<file path="src/rtl/cpu_types_pkg.sv">
// Shared CPU-side types: machine word, memory-arbiter FSM states and access kinds.
// Imported by the memory arbiter and its grant picker.
package cpu_types_pkg;

    typedef logic [31:0] word_t;

    typedef enum logic [1:0] {
        IDLE   = 2'd0,
        ACCESS = 2'd1,
        RESP   = 2'd2
    } mem_arb_state_t;

    typedef enum logic {
        RD = 1'b0,
        WR = 1'b1
    } mem_op_t;

endpackage

</file>
<file path="src/rtl/arb_picker.sv">
// Combinational grant picker: the first requester found at or after `start`, searching upward
// with wrap-around. A start of 0 gives fixed lowest-index priority.
module arb_picker #(
    parameter int NUM_CH = 2,
    parameter int IDX_W  = $clog2(NUM_CH)
) (
    input  logic [NUM_CH-1:0] req,
    input  logic [IDX_W-1:0]  start,
    output logic [NUM_CH-1:0] grant,
    output logic [IDX_W-1:0]  idx,
    output logic              valid
);

    always_comb begin
        grant = '0;
        idx   = '0;
        valid = 1'b0;
        for (int i = 0; i < NUM_CH; i++) begin
            if (!valid && req[(int'(start) + i) % NUM_CH]) begin
                valid = 1'b1;
                idx   = IDX_W'((int'(start) + i) % NUM_CH);
                grant[(int'(start) + i) % NUM_CH] = 1'b1;
            end
        end
    end

endmodule

</file>
<file path="src/rtl/mem_arbiter.sv">
// NUM_CH-requester arbiter onto a single RAM port with busy handshake.
// Define MEM_ARB_RR_EN for round-robin grants; otherwise the lowest channel index wins.
module mem_arbiter
    import cpu_types_pkg::*;
#(
    parameter int NUM_CH = 2,
    parameter int ADDR_W = 32,
    parameter int DATA_W = 32
) (
    input  logic                     CLK,
    input  logic                     nRST,
    input  logic [NUM_CH-1:0]        req_ren,
    input  logic [NUM_CH-1:0]        req_wen,
    input  logic [NUM_CH*ADDR_W-1:0] req_addr,
    input  logic [NUM_CH*DATA_W-1:0] req_store,
    output logic [NUM_CH*DATA_W-1:0] req_load,
    output logic [NUM_CH-1:0]        req_ready,
    output logic [ADDR_W-1:0]        ram_addr,
    output logic [DATA_W-1:0]        ram_store,
    output logic                     ram_ren,
    output logic                     ram_wen,
    input  logic [DATA_W-1:0]        ram_load,
    input  logic                     ram_busy,
    output mem_arb_state_t           dbg_state
);

    localparam int IDX_W = $clog2(NUM_CH);

    // Handshake: a requester raises ren/wen (level) with addr/store stable and keeps it up until
    // its req_ready bit pulses for one cycle; it must drop the request in that cycle or it is
    // granted again. On the RAM side an access completes in the first cycle with a strobe high
    // and ram_busy low; ram_load is taken in that same cycle.

    mem_arb_state_t state, state_nxt;

    logic [NUM_CH-1:0] req_any;
    logic [NUM_CH-1:0] pick_grant;
    logic [IDX_W-1:0]  pick_idx;
    logic              pick_valid;
    logic [IDX_W-1:0]  start_idx;
    logic              grant_take;
    logic              access_done;

    logic [IDX_W-1:0]  cur_idx;
    logic [NUM_CH-1:0] cur_oh;
    logic [ADDR_W-1:0] cur_addr;
    logic [DATA_W-1:0] cur_store;
    mem_op_t           cur_op;

    assign req_any     = req_ren | req_wen;
    assign grant_take  = (state == IDLE) && pick_valid;
    assign access_done = (state == ACCESS) && !ram_busy;

`ifdef MEM_ARB_RR_EN
    // rr_ptr holds the index where the next search begins: one past the last winner.
    logic [IDX_W-1:0] rr_ptr;

    always_ff @(posedge CLK or negedge nRST) begin
        if (!nRST) begin
            rr_ptr <= '0;
        end else if (grant_take) begin
            rr_ptr <= (pick_idx == IDX_W'(NUM_CH - 1)) ? '0 : pick_idx + 1'b1;
        end
    end

    assign start_idx = rr_ptr;
`else
    assign start_idx = '0;
`endif

    arb_picker #(
        .NUM_CH (NUM_CH),
        .IDX_W  (IDX_W)
    ) u_picker (
        .req   (req_any),
        .start (start_idx),
        .grant (pick_grant),
        .idx   (pick_idx),
        .valid (pick_valid)
    );

    always_ff @(posedge CLK or negedge nRST) begin
        if (!nRST) begin
            state <= IDLE;
        end else begin
            state <= state_nxt;
        end
    end

    always_comb begin
        state_nxt = state;
        case (state)
            IDLE:    if (pick_valid) state_nxt = ACCESS;
            ACCESS:  if (!ram_busy) state_nxt = RESP;
            RESP:    state_nxt = IDLE;
            default: state_nxt = IDLE;
        endcase
    end

    // The winner's request is frozen at grant; later changes by the requester are ignored.
    always_ff @(posedge CLK or negedge nRST) begin
        if (!nRST) begin
            cur_idx   <= '0;
            cur_oh    <= '0;
            cur_addr  <= '0;
            cur_store <= '0;
            cur_op    <= RD;
        end else if (grant_take) begin
            cur_idx   <= pick_idx;
            cur_oh    <= pick_grant;
            cur_addr  <= req_addr[pick_idx*ADDR_W +: ADDR_W];
            cur_store <= req_store[pick_idx*DATA_W +: DATA_W];
            cur_op    <= req_wen[pick_idx] ? WR : RD;
        end
    end

    always_ff @(posedge CLK or negedge nRST) begin
        if (!nRST) begin
            req_load <= '0;
        end else if (access_done && (cur_op == RD)) begin
            req_load[cur_idx*DATA_W +: DATA_W] <= ram_load;
        end
    end

    // Strobes and ready decode straight from the state register so reset clears them at once.
    assign ram_addr  = cur_addr;
    assign ram_store = cur_store;
    assign ram_ren   = (state == ACCESS) && (cur_op == RD);
    assign ram_wen   = (state == ACCESS) && (cur_op == WR);
    assign req_ready = (state == RESP) ? cur_oh : '0;
    assign dbg_state = state;

endmodule
</file>
<file path="config.mk">
export PLATFORM = sky130hd
export DESIGN_NAME = mem_arbiter
export DESIGN_NICKNAME = d
export VERILOG_FILES = /design/src/rtl/cpu_types_pkg.sv /design/src/rtl/arb_picker.sv /design/src/rtl/mem_arbiter.sv
export SDC_FILE = /design/constraint.sdc
export NUM_CORES = 1
export LEC_CHECK = 0
export CAP_MARGIN = 20
export CORE_MARGIN = 4
export CORE_UTILIZATION = 35
export CTS_CLUSTER_SIZE = 14
export DETAILED_ROUTE_END_ITERATION = 8
export PLACE_DENSITY_LB_ADDON = 0.25
export REMOVE_ABC_BUFFERS = 1
export SETUP_SLACK_MARGIN = 0.1
export SYNTH_ARGS = -nofsm -noshare
export SYNTH_HDL_FRONTEND = slang
export SYNTH_SLANG_ARGS = --single-unit
</file>
<file path="constraint.sdc">
create_clock -name CLK -period 1.4 [get_ports CLK]
set_input_delay 0.28 -clock CLK [delete_from_list [all_inputs] [get_ports CLK]]
set_output_delay 0.28 -clock CLK [all_outputs]
set_load 0.03 [all_outputs]
</file>
==> results.md <==
* Worst reg2reg path startpoint: dbg_state[1]
* Initial Utilization at 0.356
* Number of nets in the finished design at around 1000
* Result of the run: finished with violations
* Endpoints failing hold at 0
* Required time at the worst-slack endpoint at roughly 1100 ps
* Final count of pins violating max slew at 0
* Max Clock Skew at ~6.0 ps
* Critical path class: reg -> out
* Total DRC errors in the routed layout at 0
* Worst Max-Slew Pin Slew at roughly 370 ps
* Register area at between 3000 and 4000 um^2
* Total of buffers placed on input and output ports at 300
* Deepest level of the CTS H-tree at 4
* Peak Freq at ~0.60 GHz
* Number of clock sinks at ~130
* Insertion delay of the later-clocked pin in the worst-skew pair at between 400 and 500 ps
* # setup viols final at between 100 and 150
* Worst slew slack as a fraction of its limit at 0.755
* Post-synthesis instance area at around 6000 um^2
* Placed Instance Area at ~9400 um^2
* Number of antenna-violating nets in the routed design at 0
* Instance count of the mapped netlist at roughly 510
* Final core occ at 0.633
* Crit path launch type: register
* Number of global-route vias before repair at roughly 5700
* Placer's final routability congestion estimate at ~0.8
* Vias at between 5000 and 6000
* Post-Synthesis Mean Instance Area at between 10 and 15 um^2
* Classification of the worst-slack hold path: in -> async
* Sum of routed wire length over all layers at 21.2 mm
* Layout Cell Area excl Fill at roughly 10000 um^2
* Clock tree from TritonCTS: yes
* Portion of the post-synthesis area used by sequential elements at 0.566
* Number of core rows at 47
* Violations in the final reports: negative setup slack
* Number of different library cells in the post-synthesis netlist at 26
* Worst-case clock buffer depth at 2
* Total clock buffers created by CTS at 17
* Antenna violations before repair at 1
* Yosys warning count at 0
* Number of ports placed on the die boundary at 301
* Maximum net fanout on the critical path at 4
* Proportion of layout cells with a drive suffix above 1 at 0.340
* Period Utilization, post-route at 1.19
* Slack of the worst reg-to-reg path at -240 ps
* Die boundary height at around 140 um
* Total global-route track usage at 0.211
* Detail-routed net length per standard cell at ~19 um
* Total gr overflow at 0
* Launch point of the critical path: dbg_state[0]
* Max-cap violation count at 0
* Largest voltage drop on the vdd net at 1.09 mV
* Static power due to leakage at around 5.5 nW
* Final-layout fill cell count at ~1300
* Setup WS post-layout at -261 ps
* Post-route minimum period at ~1700 ps
* Clock-pin slew reported for the worst setup and hold paths after clock tree synthesis at approximately 60 ps
* Pre-Repair DR Iteration Count at 7
* Setup repair after global routing missed its margin: true
* Flop and latch count out of synthesis at roughly 130
* Combined area of the multi-input logic cells at between 1500 and 2000 um^2
* CTS root buf: clkbuf_16
* Core area at roughly 17000 um^2
* Chip width at about 140 um
* Arrival time worst endpoint at around 1400 ps
* Pin count of the biggest net entering global routing at a little under 50
* Detailed placement HPWL at ~14 mm
* Iter 0 DRT Violations at between 400 and 500
* Global-route wire length before repair at roughly 30 mm
* Total power per unit cell area at around 2400 nW/um^2
* Area growth from synthesis to final layout at 77.8%
* Die footprint at around 19000 um^2
* Average via count per standard cell at 4.80
* Critical path endpoint category: output pin
placed cells by master, fill, tap and decap left out, types with 18 or more instances in the layout:
cell,count
buf_6,38
inv_1,195
buf_2,57
buf_12,28
mux2_1,18
buf_4,78
clkdlybuf4s50_1,161
a222oi_1,64
clkbuf_16,21
dfrtp_1,132
mux2_4,46
Yosys cell counts:
| cell | count | area, um^2 |
|---|---|---|
| nand3_2 | 1 | 10.0 |
| nor2b_2 | 1 | 8.76 |
| buf_6 | 4 | 45.0 |
| mux2_1 | 34 | 383 |
| nor3_1 | 1 | 5.00 |
| clkbuf_1 | 4 | 15.0 |
| nor3b_1 | 1 | 7.51 |
| o211a_1 | 1 | 10.0 |
| buf_2 | 15 | 75.1 |
| inv_1 | 195 | 732 |
| nor2_2 | 1 | 6.26 |
| nor2_1 | 5 | 18.8 |
| buf_12 | 3 | 60.1 |
| and3b_1 | 1 | 8.76 |
| a21o_1 | 1 | 7.51 |
| dfrtp_1 | 133 | 3330 |
| nand2_1 | 2 | 7.51 |
| mux2_4 | 30 | 450 |
| buf_1 | 2 | 7.51 |
| mux2i_1 | 1 | 10.0 |
| a222oi_1 | 64 | 641 |
| nand2b_1 | 1 | 6.26 |
| o21ai_0 | 1 | 5.00 |
| o41ai_2 | 1 | 16.3 |
| and3_1 | 1 | 6.26 |
| a21oi_1 | 2 | 10.0 |
worst max-delay path, stage by stage (launching register included):
cell and delay (ps):
dfrtp_2 460, buf_6 150, nor3b_2 160, buf_4 190
layout make-up:
type | instances | area share
inverters | 195 | 0.0700
repair buffers | 377 | 0.362
flip-flops and latches | 133 | 0.318
clock buffers | 18 | 0.0420
diodes | 1 | 0.000239
clock inverters | 13 | 0.0129
multi-input cells | 150 | 0.168
well taps | 220 | 0.0263
per-stage QoR:
| stage | instances | TNS [ps] | worst slack, ps | total power, mW | hold slack [ps] |
|---|---|---|---|---|---|
| after floorplan | 478 | -269790 | -3220 | 13.4 | -15.6 |
| after global placement | 1029 | -49110 | -428 | 19.8 | 169 |
| after detailed placement | 1029 | -53610 | -531 | 20.1 | 168 |
| after CTS | 1081 | -21060 | -271 | 24.5 | 285 |
| after global routing | 1107 | -33980 | -318 | 26.7 | 305 |
| final | 1107 | -24890 | -261 | 25.5 | 303 |
kinds of logic after synthesis:
group	after synthesis	synth area share
muxes	65	0.143
and+or+nand+nor	15	0.0145
AOI/OAI and AO/OA	70	0.117
DFF	133	0.566
buffers and inverters	223	0.159
flip-flops by register name, indices dropped and copies added (netlist names):
register   count
dbg_state      2
cur_op         1
cur_idx        1
ram_store     32
req_load      64
cur_oh         1
ram_addr      32
power breakdown:
part,switching (mW),internal [mW],total [mW]
clock network,1.71,2.65,4.36
registers,1.28,5.76,7.04
logic,7.40,6.66,14.1
total,10.4,15.1,25.5
worst paths after layout:
kind | cells after the start | end
setup / recovery | 3 | req_ready[1]
min in group CLK | 3 | cur_op
max in group asynchronous | 3 | ram_addr[12]
hold reg to reg | 1 | cur_oh[0]
setup reg to reg | 7 | req_load[53]
hold / removal | 2 | req_load[6]
what timing repair did:
action / CTS / global route
resized for setup: 623 / 141
endpoints found under the setup margin: 250 / 198
gates cloned: 10 / 5
hold buffers: 1 / 0
setup buffers: 10 / 25
endpoints found under the hold margin: 25 / 0
pin swaps: 10 / 12
metal layers:
layer	part of all wire	vias up	global-route usage
met5	0	-	0
met4	0.024	0	0.0837
met3	0.10	39	0.0785
met2	0.51	294	0.366
met1	0.36	2576	0.233
li1	-	2404	-
Note: power is estimated with default switching activity, not from simulation.
